### src/rtl/mem_arbiter.sv
// Two-port (instruction/data) arbiter and sequencer for a fixed-latency memory port.
// Define MEM_ARB_ROUND_ROBIN_EN for round-robin on contention; default is data-port priority.
module mem_arbiter #(
  parameter int ADDR_W      = 32,
  parameter int DATA_W      = 32,
  parameter int MEM_LATENCY = 4
) (
  input  logic              clk,
  input  logic              reset,
  input  logic              i_req,
  input  logic              i_we,
  input  logic [ADDR_W-1:0] i_addr,
  input  logic [DATA_W-1:0] i_wdata,
  output logic              i_gnt,
  output logic              i_done,
  output logic [DATA_W-1:0] i_rdata,
  input  logic              d_req,
  input  logic              d_we,
  input  logic [ADDR_W-1:0] d_addr,
  input  logic [DATA_W-1:0] d_wdata,
  output logic              d_gnt,
  output logic              d_done,
  output logic [DATA_W-1:0] d_rdata,
  output logic              mem_req,
  output logic              mem_we,
  output logic [ADDR_W-1:0] mem_addr,
  output logic [DATA_W-1:0] mem_wdata,
  input  logic [DATA_W-1:0] mem_rdata,
  output logic              busy
);

  localparam int CNT_W = 4;

  typedef enum logic [1:0] {IDLE, ISSUE, WAIT, RESP} state_t;

  state_t            state;
  logic              owner_d;
  logic [CNT_W-1:0]  count;
  logic [DATA_W-1:0] resp_data;
  logic              pick_d;

`ifdef MEM_ARB_ROUND_ROBIN_EN
  logic last_grant_d;

  // On contention the port that was not served last wins.
  always_comb begin
    pick_d = d_req;
    if (i_req && d_req) pick_d = !last_grant_d;
  end
`else
  always_comb begin
    pick_d = d_req;
  end
`endif

  // The memory-side outputs double as the latched copy of the winning request.
  always_ff @(posedge clk or negedge reset) begin
    if (!reset) begin
      state     <= IDLE;
      owner_d   <= 1'b0;
      count     <= '0;
      resp_data <= '0;
      mem_req   <= 1'b0;
      mem_we    <= 1'b0;
      mem_addr  <= '0;
      mem_wdata <= '0;
`ifdef MEM_ARB_ROUND_ROBIN_EN
      last_grant_d <= 1'b1;
`endif
    end else begin
      case (state)
        IDLE: begin
          if (i_req || d_req) begin
            owner_d   <= pick_d;
            mem_req   <= 1'b1;
            mem_we    <= pick_d ? d_we    : i_we;
            mem_addr  <= pick_d ? d_addr  : i_addr;
            mem_wdata <= pick_d ? d_wdata : i_wdata;
            state     <= ISSUE;
          end
        end
        ISSUE: begin
          mem_req <= 1'b0;
          mem_we  <= 1'b0;
          count   <= CNT_W'(MEM_LATENCY - 1);
          state   <= WAIT;
        end
        WAIT: begin
          if (count == '0) begin
            resp_data <= mem_rdata;
            mem_addr  <= '0;
            mem_wdata <= '0;
            state     <= RESP;
          end else begin
            count <= count - 1'b1;
          end
        end
        RESP: begin
`ifdef MEM_ARB_ROUND_ROBIN_EN
          last_grant_d <= owner_d;
`endif
          state <= IDLE;
        end
        default: state <= IDLE;
      endcase
    end
  end

  assign busy    = (state != IDLE);
  assign i_gnt   = busy && !owner_d;
  assign d_gnt   = busy && owner_d;
  assign i_done  = (state == RESP) && !owner_d;
  assign d_done  = (state == RESP) && owner_d;
  assign i_rdata = i_done ? resp_data : '0;
  assign d_rdata = d_done ? resp_data : '0;

endmodule

### config.mk
export PLATFORM = sky130hd
export DESIGN_NAME = mem_arbiter
export DESIGN_NICKNAME = d
export VERILOG_FILES = /design/src/rtl/mem_arbiter.sv
export SDC_FILE = /design/constraint.sdc
export NUM_CORES = 1
export LEC_CHECK = 0
export ABC_AREA = 1
export CAP_MARGIN = 0
export CORE_UTILIZATION = 43
export DETAILED_ROUTE_END_ITERATION = 6
export PLACE_DENSITY = 0.83
export SLEW_MARGIN = 20
export SYNTH_ARGS = -nofsm -noshare
export SYNTH_HDL_FRONTEND = slang
export SYNTH_SLANG_ARGS = --single-unit
### constraint.sdc
create_clock -name clk -period 4.7 [get_ports clk]
set_input_delay 0.47 -clock clk [delete_from_list [all_inputs] [get_ports clk]]
set_output_delay 0.47 -clock clk [all_outputs]
set_load 0.005 [all_outputs]
## Yosys cells after proc, flatten, opt, wreduce, memory -nomap -nowiden

Cells that the tools add are included.

| cells by class | value |
|---|---|
| add/sub/neg operators | 1 |
| equality and inequality tests | 6 |
| muxes and demuxes | 19 |
| reductions and logical operators | 18 |

Operators by type and width:

| cell | count |
|---|---|
| $mux W32 | 7 |
| $pmux W32 S2 | 2 |
| $reduce_and A2 Y1 | 5 |
| $pmux W2 S4 | 1 |
| $pmux W4 S2 | 1 |
| $reduce_bool A2 Y1 | 4 |
| $ne A2 B2 Y1 const B | 3 |
| $eq A2 B2 Y1 const B | 2 |
| $logic_and A1 B1 Y1 | 4 |
| $logic_not A4 Y1 | 1 |
| $mux W2 | 2 |
| $mux W4 | 1 |
| $pmux W1 S2 | 2 |
| $sub A4 B1 Y4 const B | 1 |
| $mux W1 | 3 |
| $reduce_and A3 Y1 | 1 |
| $eq A2 B1 Y1 const B | 1 |
| $logic_not A2 Y1 | 1 |
| $logic_not A1 Y1 | 1 |
| $logic_or A1 B1 Y1 | 1 |

| word-level totals | value |
|---|---|
| register bits | 105 |
| input port bits | 166 |
| output and inout bits | 135 |
| logic and storage cells | 52 |

## Longest topological paths before layout

| depth | value |
|---|---|
| depth in word-level cells | 3 |
| mapped depth | 9 |
| mapped depth without buffers | 7 |

## Least setup slack after synthesis

No wires, ideal clock.

| path | value |
|---|---|
| path kind | reg2out |
| from | register state[0] |
| to | output port i_done |
| arrival time | 1.095 ns |
| data required time | 4.230 ns |
| setup slack | 3.135 ns |
| cell stages (with the launch flop) | 5 |
| path buffers | 1 |
| path through | dfrtp_1 > ha_1 > nand2_1 > clkbuf_1 > inv_1 |

| between the ends | value |
|---|---|
| longest elaborated chain between the ends | 2 |

RTL lines:

| element | line | text |
|---|---|---|
| start: declaration | 36 | `state_t state;` |
| start signal: assignment | 59 | `state <= IDLE;` |
| start signal: assignment | 79 | `state <= ISSUE;` |
| start signal: assignment | 86 | `state <= WAIT;` |
| $eq A2 B2 Y1 | 112 | `assign i_done = (state == RESP) && !owner_d;` |
| $logic_and A1 B1 Y1 | 112 |  |
| end: declaration | 15 | `output logic i_done,` |

Every way passes these cells.

## Worst setup path in the final report

| path | value |
|---|---|
| from | register state[0] |
| to | output port i_rdata[13] |

| between the ends | value |
|---|---|
| longest elaborated chain between the ends | 3 |

RTL lines:

| element | line | text |
|---|---|---|
| $eq A2 B2 Y1 | 112 |  |
| $logic_and A1 B1 Y1 | 112 |  |
| $mux W32 | 114 | `assign i_rdata = i_done ? resp_data : '0;` |
| end: declaration | 16 | `output logic [DATA_W-1:0] i_rdata,` |

Every way passes these cells.

==> metrics.log <==
[metrics] average routed wire per standard cell: 15.1 um
[metrics] top cells by area, synth: dfrtp_1 47%, nor2_1 16%, nand2_1 9.9%
[metrics] run status: finished, final reports clean
[metrics] min Tclk post-route: roughly 2900 ps
[metrics] total half-perimeter wirelength after legalization and detailed placement: 12700 um
[metrics] post-synthesis net count: 950
[metrics] Sequential cell area: ~0.0026 sq mm
[metrics] count of different cell masters after synthesis: 21
[metrics] placed cell area: 0.00855 sq mm
[metrics] Layout area overhead: 57.7%
[metrics] number of antenna violations at the first check in global routing: 0
[metrics] fraction of synthesized cell area in xor and xnor cells: 0
[metrics] overall die width: between 100 and 150 um
[metrics] maximum VDD drop: 0.673 mV
[metrics] Fmax achieved: 339 MHz
[metrics] compound-cell area share of the yosys netlist: 0.0950
[metrics] Final setup violation count: 0
[metrics] NumNets Final: 1205
[metrics] leakage dissipation: 4.15 nW
[metrics] leftover overflow at the end of global routing: 0
[metrics] main combinational cell family by area after synthesis: simple AND/OR/NAND/NOR gates
[metrics] maximum clock insertion buffer count: 2
[metrics] fill count: about 1100
[metrics] maximum number of pins on one net before global-route repair: 70
[metrics] crit path max-delay cell type: nand2_1
[metrics] post-cts gate resize count: 0
[metrics] number of placement rows: between 40 and 50
[metrics] unrepaired setup endpoints after global routing: no
[metrics] violation count after the first detailed-routing iteration: approximately 340
[metrics] share of synthesized area spent on multiplexers: 0
[metrics] area of the mapped netlist: 0.00562 sq mm
[metrics] total clock sinks: around 110
[metrics] number of buffers created by CTS: 9
[metrics] post-placement worst setup slack: 1820 ps
[metrics] worst hold-check path type: in2async
[metrics] Req. time, crit path: 4230 ps
[metrics] final slew viol count: 0
[metrics] number of antenna-violating nets in the routed design: 0
[metrics] top-area cell type share of the netlist area: 0.467
[metrics] Cell Chain, Critical Path: ha_1 > nand2_1 > nor2_1 > clkdlybuf4s50_1
[metrics] final weighted congestion in routability-driven placement: 0.803
[metrics] CP arrival: 2480 ps
[metrics] level count of the clock H-tree: 3
[metrics] final number of hold-violating endpoints: 0
[metrics] portion of the post-synthesis area used by sequential elements: 0.467
[metrics] Worst-Skew Late Latency: 340 ps
[metrics] boundary pin count: 301
[metrics] layout cell share with drive strength beyond 1: 0.0308
[metrics] start-to-end type of the worst setup path: reg2out
[metrics] clock tree from TritonCTS: done
[metrics] kind of launch point of the worst setup path: register
[metrics] total instance count after detailed placement: 1195
[metrics] initial standard-cell utilization of the core: 0.444
[metrics] actual transition at the worst max-transition pin: 1090 ps
[metrics] adder-cell share of the synthesized area: 0.0111
[metrics] number of remaining DRC errors: 0
[metrics] GRT Overall Usage: 0.267
[metrics] relative slew slack: 0.275
[metrics] count of input and output buffers: 300
[metrics] sort of element at the end of the critical path: output pin
[metrics] mean instance size in the synthesized netlist: 7.22 sq um
[metrics] count of TritonRoute iterations in the first routing pass: 5
[metrics] total via count after detailed routing: 6089
[metrics] power density relative to cell area: 588 mW/mm^2
[metrics] mean number of vias per cell: 5.03
[metrics] simple-gate portion of the synthesized area: 0.333
[metrics] non-filler cells in the finished layout: 1211
[metrics] DIE HEIGHT: 116 um
[metrics] final routed wirelength across all metal layers: 18300 um
[metrics] biggest fanout along the worst timing path: 33
[metrics] instance count of the mapped netlist: 779
[metrics] core outline area: 0.0127 sq mm
[metrics] Period Utilization, post-route: 0.627
[metrics] global-route wire length before repair: 28000 um
[metrics] total of warnings raised by yosys: 0
[metrics] maximum capacitance violations: 0
[metrics] quantity of hold-fixing buffers added after cts: 0
[metrics] area of the die: 0.0135 sq mm
[metrics] dominant cell type by area after synthesis: dfrtp_1
[metrics] area of the multi-input gates: roughly 0.0025 sq mm
[metrics] antenna cell count: 0
[metrics] clock slew seen by the registers of the worst setup and hold paths: 80 ps
[metrics] Clock Skews: 12.9 ps
[metrics] clock root cell: clkbuf_16
[metrics] final instance area: 0.00887 sq mm
[metrics] accumulated negative setup slack: 0 ps
[metrics] via count of the first global-routing pass: roughly 5600
[metrics] overall power of the completed layout: about 5.2 mW
[metrics] Seq cells post-synth: roughly 110
[metrics] biggest cell delay along the critical path: 610 ps
[metrics] buffer count from post-CTS setup fixing: 0
[metrics] worst setup margin: between 1500 and 2000 ps
-- report_power, final --
part	internal (mW)	leakage (nW)	switching (mW)
Clock	0.436	0.151	0.349
Combinational	1.31	2.72	1.56
Sequential	1.36	1.27	0.212
-- metal layers --
| metal | wire, um | share of wire | global-route usage |
|---|---|---|---|
| met2 | 9220 | 0.50 | 0.471 |
| met5 | 0 | 0 | 0 |
| met1 | 7170 | 0.39 | 0.319 |
| met4 | 392 | 0.021 | 0.0880 |
| met3 | 1490 | 0.082 | 0.0664 |
-- through the flow --
step,util,hold slack (ps)
6_report,0.700,225
4_1_cts,0.699,278
5_1_grt,0.700,306
3_3_place_gp,0.674,462
2_1_floorplan,-,174
3_5_place_dp,0.674,465
-- synthesized netlist by cell type (all sizes together) --
cell type / number
nor2: 233
buf: 41
o21bai: 1
a21oi: 34
nand2: 149
dfrtp: 105
o21ai: 70
nand4: 64
o22ai: 1
ha: 5
inv: 49
clkbuf: 21
nor3: 1
nand3: 5
-- final timing paths --
| kind | startpoint | to | slack, ps | cells after the start |
|---|---|---|---|---|
| min in group clk | mem_wdata[22] | mem_wdata[22] | 480 | 2 |
| max in group asynchronous | reset | resp_data[2] | 3470 | 2 |
| hold / removal | reset | mem_addr[2] | 220 | 1 |
| setup / recovery | state[0] | i_rdata[13] | 1750 | 4 |
| hold reg to reg | mem_wdata[22] | mem_wdata[22] | 480 | 2 |
| setup reg to reg | state[0] | mem_addr[22] | 1790 | 8 |
-- sequential cells by signal, summed over array words and instances, names as in the netlist --
| name | cells |
|---|---|
| mem_wdata | 32 |
| state | 2 |
| count | 4 |
| mem_we | 1 |
| resp_data | 32 |
| mem_req | 1 |
| mem_addr | 32 |
| owner_d | 1 |
-- critical path, delay by kind of cell (launching register included) --
kind | cells | cell delay, ps
AND/OR/NAND/NOR | 2 | 980
buffers and inverters | 1 | 550
flip-flops | 1 | 400
adder cells (fa/ha/maj) | 1 | 200
-- layout by cell type (no fill, tap or decap), types with 2 or more instances in the layout --
| cell type | n |
|---|---|
| a21oi_1 | 34 |
| buf_4 | 7 |
| clkbuf_16 | 9 |
| clkdlybuf4s50_1 | 298 |
| clkinv_4 | 2 |
| dfrtp_1 | 105 |
| ha_1 | 5 |
| inv_1 | 47 |
| nand2_1 | 145 |
| nand2_2 | 4 |
| nand3_1 | 3 |
| nand4_1 | 64 |
| nor2_1 | 233 |
| o21ai_0 | 46 |
| o21ai_1 | 24 |
-- final cells by class --
class	count	share of cell area
Clock buffer	10	0.0269
Clock inverter	6	0.00846
Timing Repair Buffer	306	0.343
Multi-Input combinational cell	563	0.281
Tap cell	172	0.0243
Sequential cell	105	0.296
Inverter	49	0.0209
-- cell families (layout without fill, tap and decap cells) --
| logic type | after synthesis | count (layout) |
|---|---|---|
| buf+inv | 111 | 371 |
| flops | 105 | 105 |
| compound gates | 106 | 106 |
| simple gates | 452 | 452 |
| fa+ha+maj | 5 | 5 |
Power figures use the tool's default switching activity.
